==> src/rtl/d_reg_sequencer.sv <==
// Control FSM for the online-division digit store: runs the online-delay prologue,
// then strobes one quotient digit per accepted cycle into the left-aligned shift word.
module d_reg_sequencer #(
  parameter int UNROLLING    = 64,
  parameter int LOG_UNROLL   = 6,
  parameter int ONLINE_DELAY = 3,
  parameter int ADDR_WIDTH   = 7
) (
  input  logic                  clk,
  input  logic                  asyn_reset,
  input  logic                  start,
  input  logic [10:0]           num_digits,
  input  logic                  digit_valid,
  output logic                  enable,
  output logic                  refresh,
  output logic [ADDR_WIDTH-1:0] wr_addr,
  output logic [ADDR_WIDTH-1:0] rd_addr,
  output logic [10:0]           counter,
  output logic [10:0]           shift_cnt,
  output logic                  busy,
  output logic                  done
);

  localparam logic [1:0] S_IDLE  = 2'd0;
  localparam logic [1:0] S_DELAY = 2'd1;
  localparam logic [1:0] S_RUN   = 2'd2;
  localparam logic [1:0] S_FIN   = 2'd3;

  localparam int DCW = (ONLINE_DELAY > 1) ? $clog2(ONLINE_DELAY) : 1;
  localparam logic [DCW-1:0] DLY_LAST = DCW'(ONLINE_DELAY - 1);

  logic [1:0]            state_q,   state_d;
  logic [10:0]           len_q,     len_d;
  logic [10:0]           k_q,       k_d;
  logic [DCW-1:0]        dly_q,     dly_d;
  logic                  enable_q,  enable_d;
  logic                  refresh_q, refresh_d;
  logic [ADDR_WIDTH-1:0] wr_addr_q, wr_addr_d;
  logic [ADDR_WIDTH-1:0] rd_addr_q, rd_addr_d;
  logic [10:0]           counter_q, counter_d;
  logic [10:0]           shift_q,   shift_d;
  logic                  busy_q,    busy_d;
  logic                  done_q,    done_d;

  logic                  take_digit;

  always_comb begin
    state_d   = state_q;
    len_d     = len_q;
    k_d       = k_q;
    dly_d     = dly_q;
    enable_d  = 1'b0;
    refresh_d = 1'b0;
    wr_addr_d = wr_addr_q;
    rd_addr_d = wr_addr_q;
    counter_d = counter_q;
    shift_d   = shift_q;

    case (state_q)
      S_IDLE: begin
        if (start) begin
          state_d   = S_DELAY;
          len_d     = num_digits;
          dly_d     = '0;
          k_d       = '0;
          wr_addr_d = '0;
          rd_addr_d = '0;
          counter_d = '0;
          shift_d   = '0;
        end
      end
      S_DELAY: begin
        if (dly_q == DLY_LAST) state_d = (len_q == 11'd0) ? S_FIN : S_RUN;
        else                   dly_d   = dly_q + 1'b1;
      end
      S_RUN: begin
        // k reaches the count on the last enable cycle; the next cycle is the done pulse
        if (k_q == len_q) state_d = S_FIN;
      end
      default: state_d = S_IDLE;
    endcase

    // A digit is taken on the edge that opens a RUN cycle; k < count is implied by S_RUN
    take_digit = (state_d == S_RUN) && digit_valid;
    if (take_digit) begin
      enable_d  = 1'b1;
      counter_d = k_q;
      shift_d   = 11'(UNROLLING - 1) - 11'(k_q[LOG_UNROLL-1:0]);
      wr_addr_d = ADDR_WIDTH'(k_q >> LOG_UNROLL);
      refresh_d = (k_q[LOG_UNROLL-1:0] == '0) && (k_q != 11'd0);
      k_d       = k_q + 11'd1;
    end

    busy_d = (state_d == S_DELAY) || (state_d == S_RUN);
    done_d = (state_d == S_FIN);
  end

  always_ff @(posedge clk) begin
    if (asyn_reset) begin
      state_q   <= S_IDLE;
      len_q     <= '0;
      k_q       <= '0;
      dly_q     <= '0;
      enable_q  <= 1'b0;
      refresh_q <= 1'b0;
      wr_addr_q <= '0;
      rd_addr_q <= '0;
      counter_q <= '0;
      shift_q   <= '0;
      busy_q    <= 1'b0;
      done_q    <= 1'b0;
    end else begin
      state_q   <= state_d;
      len_q     <= len_d;
      k_q       <= k_d;
      dly_q     <= dly_d;
      enable_q  <= enable_d;
      refresh_q <= refresh_d;
      wr_addr_q <= wr_addr_d;
      rd_addr_q <= rd_addr_d;
      counter_q <= counter_d;
      shift_q   <= shift_d;
      busy_q    <= busy_d;
      done_q    <= done_d;
    end
  end

  assign enable    = enable_q;
  assign refresh   = refresh_q;
  assign wr_addr   = wr_addr_q;
  assign rd_addr   = rd_addr_q;
  assign counter   = counter_q;
  assign shift_cnt = shift_q;
  assign busy      = busy_q;
  assign done      = done_q;

endmodule

==> config.mk <==
export PLATFORM = sky130hd
export DESIGN_NAME = d_reg_sequencer
export DESIGN_NICKNAME = d
export VERILOG_FILES = /design/src/rtl/d_reg_sequencer.sv
export SDC_FILE = /design/constraint.sdc
export NUM_CORES = 1
export LEC_CHECK = 0
export ABC_CLOCK_PERIOD_IN_PS = 2050
export CAP_MARGIN = 0
export CORE_MARGIN = 2
export CORE_UTILIZATION = 45
export DETAILED_ROUTE_END_ITERATION = 10
export GPL_TIMING_DRIVEN = 0
export PLACE_DENSITY_LB_ADDON = 0.12
export SLEW_MARGIN = 20
export SYNTH_ARGS = -nofsm -noshare
export SYNTH_HDL_FRONTEND = slang
export SYNTH_SLANG_ARGS = --single-unit
==> constraint.sdc <==
create_clock -name clk -period 2.05 [get_ports clk]
set_input_delay 0.3075 -clock clk [delete_from_list [all_inputs] [get_ports clk]]
set_output_delay 0.3075 -clock clk [all_outputs]
set_load 0.02 [all_outputs]
==> impl_metrics.ini, run 1 <==
[run_status]
status = finished, violations left
violations = setup timing

[global_route]
globalRouteMet2Util_pct = 33.1
gr-max-usage-layer = met2
grt_use_met3_pct = 6.67
grt_usage_pct = 21.3
grt_overflow = 0
grt_max_degree = 11
grt_pass1_wl_um = 9970
met1_usage_pct = 26.7
grt_pass1_vias = 2091
antenna_found_initial = 0

[logic_synthesis]
synth_area_per_cell_um2 = 8.47
synth_cells = 295
synth.ff_latch_count = 60
synth-seq-area-share_pct = 48.1
synth.distinct_cells = 43
ys_warn_count = 0
netlist_area_um2 = 2500

[routing]
firstDrtPassIters = 4
drt_first_iter_violations = 133
drcViolationCount = 0
ant_nets = 0
routed_via_density = 5.06
vias = 2331
wl_um = 6550
wire_per_inst_um = 14.2

[sta]
whs_ps = 307
setup-violations-final = 23
rsz0062_at_grt = true
slew_violations = 0
slew-limit-headroom_pct = 58.0
finalClockSkew_ps = 8.07
fmax_mhz = 470
hold_violations = 0
layout_setup_ws_ps = -79.4
fin_crit_sh_pct = 104
worst_slew_pin_slew_ps = 630
post-route-min-period_ps = 2130

[cells_and_area]
area_growth_pct = 55.4
num_antenna_cells = 0
utilization_pct = 71.4
fin_area_um2 = 3880
drive_gt1_share_pct = 32.6
final_nets = 404
instances_no_fill = 461

[floorplan]
core_area_um2 = 5440
io-pin-count = 55
die_h_um = 78.5
die_area_um2 = 6160
die_w_um = 78.5
initial_utilization_pct = 45.9
row_count = 27

[clock_network]
htreeDepth = 3
cts_buffers = 9
ctsRootBufferMaster = clkbuf_8
clock-sinks = 60
path_clk_slew_ps = 70
cts_tree = yes
clock_latency_ps = 350
postCtsHoldBufs = 0
clockBufferDepth = 2

[critical_path]
crit_family = simple AND/OR/NAND/NOR gates
crit_type = flop to flop
start_kind = flop
required_ps = 2330
worst_ep_arrival_time_ps = 2410
cp_max_fo = 7
path_cells = buf_6 -> xnor2_2 -> nand4_1 -> nor2_2 -> a21oi_2 -> ha_2 -> and2_4 -> buf_8 -> nor2_4 -> buf_6 -> nand2_2 -> a21oi_2
worstSetupEndpointType = flop
max_stage_delay_ps = 310
critPathBufInv = 3
crit_slowest_cell = dfxtp_1

[worst_hold_path]
hold_class = primary input to flop

[power_and_ir_drop]
ir_drop_mv = 0.620
p_leak_nw = 1.48
power_density_nw_per_um2 = 738

[placed_design]
place_ws_ps = -558
dp.cells = 419
place_hpwl_um = 4030
place.port_buffers = 48
placed_area_um2 = 3100
gp_congestion = 0.867

[job]
drv_cap = 0
[power breakdown]
part	total (mW)	switching, mW	internal, mW	leakage, nW
Combinational	0.311	0.150	0.161	0.860
Sequential	1.22	0.0277	1.19	0.493
Clock	1.34	0.470	0.872	0.127
[metrics by stage]
stage / power (mW) / TNS [ps]
3_3_place_gp: 1.43 / -15430
3_5_place_dp: 1.43 / -16320
5_1_grt: 2.96 / -4310
2_1_floorplan: 1.36 / 0
4_1_cts: 2.84 / -75.2
6_report: 2.87 / -1190
[sequential cells by signal, summed over array words and instances, names as in the netlist]
register / count
wr_addr: 7
len_q: 11
counter: 11
rd_addr: 7
enable: 1
state_q: 2
k_q: 11
shift_cnt: 5
refresh: 1
dly_q: 2
done: 1
busy: 1
[routing by layer]
metal / vias up / wire length (µm)
met5: - / 0
met4: 0 / 148
met3: 15 / 405
met2: 81 / 3190
met1: 1083 / 2810
li1: 1152 / -
[final timing paths]
check	from	end	slack, ps	cells past startpoint
worst max-delay path	k_q[5]$_SDFFE_PP0P_	counter[8]$_SDFFE_PP0P_	-80	12
worst min-delay path	asyn_reset	enable$_SDFF_PP0_	310	2
worst max register to register	k_q[5]$_SDFFE_PP0P_	counter[8]$_SDFFE_PP0P_	-80	12
worst min register to register	counter[4]$_SDFFE_PP0P_	counter[4]$_SDFFE_PP0P_	460	2
[timing repair]
item	CTS	global route
cloned	1	0
endpoints found under the hold margin	0	0
pin swaps	27	18
endpoints found under the setup margin	35	37
gates resized for setup	50	46
setup buffers	20	8
[cell usage after synthesis, drive strengths merged]
cell    number  area [µm²]
o211ai       1        7.51
nor4         5        31.3
dfxtp       60        1200
o311ai       1        8.76
nand2       53         199
nor3         6        30.0
and3         3        23.8
nor2b        3        18.8
conb         1        3.75
a31o         1        8.76
or3          1        6.26
nor3b        2        20.0
and2        10        65.1
nand3b       1        7.51
clkbuf       9        43.8
a31oi        3        18.8
mux2         1        11.3
a22oi        2        15.0
o21ai        5        25.0
o31ai        1        7.51
nand4        4        25.0
a21oi       38         190
xnor2        9        78.8
nand3       11        67.6
a21o         4        30.0
ha           5        62.6
a311oi       1        8.76
xor2         5        43.8
or4          1        7.51
nand2b       1        6.26
o41ai        1        8.76
o21bai       1        7.51
inv          4        15.0
buf         16        97.6
nor2        25        96.4
[layout make-up]
class                      count  area [µm²]
buffer                        24         195
clock buffer                  12         155
clock inverter                 4        95.1
fill                         415        1560
inverter                       4        15.0
multi-input combinational    210        1390
sequential                    60        1230
tap                           72        90.1
timing repair buffer          75         721
[worst register-to-register path, stage by stage (launching register included)]
cell and delay [ps]:
dfxtp_1 310, buf_6 140, xnor2_2 150, nand4_1 120, nor2_2 210, a21oi_2 80
ha_2 220, and2_4 180, buf_8 140, nor2_4 190, buf_6 160, nand2_2 60
a21oi_2 110
[cell families (layout without fill, tap and decap cells)]
| kind of cell | Yosys count | in the layout | share of synthesized area (%) |
|---|---|---|---|
| multiplexers | 1 | 1 | 0.451 |
| XOR/XNOR | 14 | 14 | 4.91 |
| flip-flops | 60 | 60 | 48.1 |
| buffers and inverters | 29 | 119 | 6.26 |
| other | 1 | 5 | 0.150 |
| AO/OA/AOI/OAI | 59 | 59 | 13.5 |
| AND/OR/NAND/NOR | 126 | 126 | 24.2 |
| adder cells (fa/ha/maj) | 5 | 5 | 2.50 |
[placed cells by master, fill, tap and decap left out, drive strengths merged]
cell | netlist | final
dfxtp | 60 | 60
nand2 | 53 | 53
clkdlybuf4s50 | 0 | 47
buf | 16 | 45
a21oi | 38 | 38
nor2 | 25 | 25
clkbuf | 9 | 18
nand3 | 11 | 11
and2 | 10 | 10
xnor2 | 9 | 9
nor3 | 6 | 6
conb | 1 | 5
xor2 | 5 | 5
nor4 | 5 | 5
o21ai | 5 | 5
ha | 5 | 5
a21o | 4 | 4
nand4 | 4 | 4
inv | 4 | 4
a31oi | 3 | 3
bufinv | 0 | 3
nor2b | 3 | 3
and3 | 3 | 3
nor3b | 2 | 2
a22oi | 2 | 2
o21bai | 1 | 1
nand3b | 1 | 1
a31o | 1 | 1
o31ai | 1 | 1
or4 | 1 | 1
o311ai | 1 | 1
nand2b | 1 | 1
mux2 | 1 | 1
o211ai | 1 | 1
o41ai | 1 | 1
a311oi | 1 | 1
or3 | 1 | 1
clkinv | 0 | 1
dlymetal6s2s | 0 | 1
No activity file was read; power rests on OpenSTA's default activity.
==> run 2: changes to the inputs <==
ABC_CLOCK_PERIOD_IN_PS = not set   (was 2050)
==> results of run 2 <==
Final layout, timing and power as in run 1 (identical DEF).
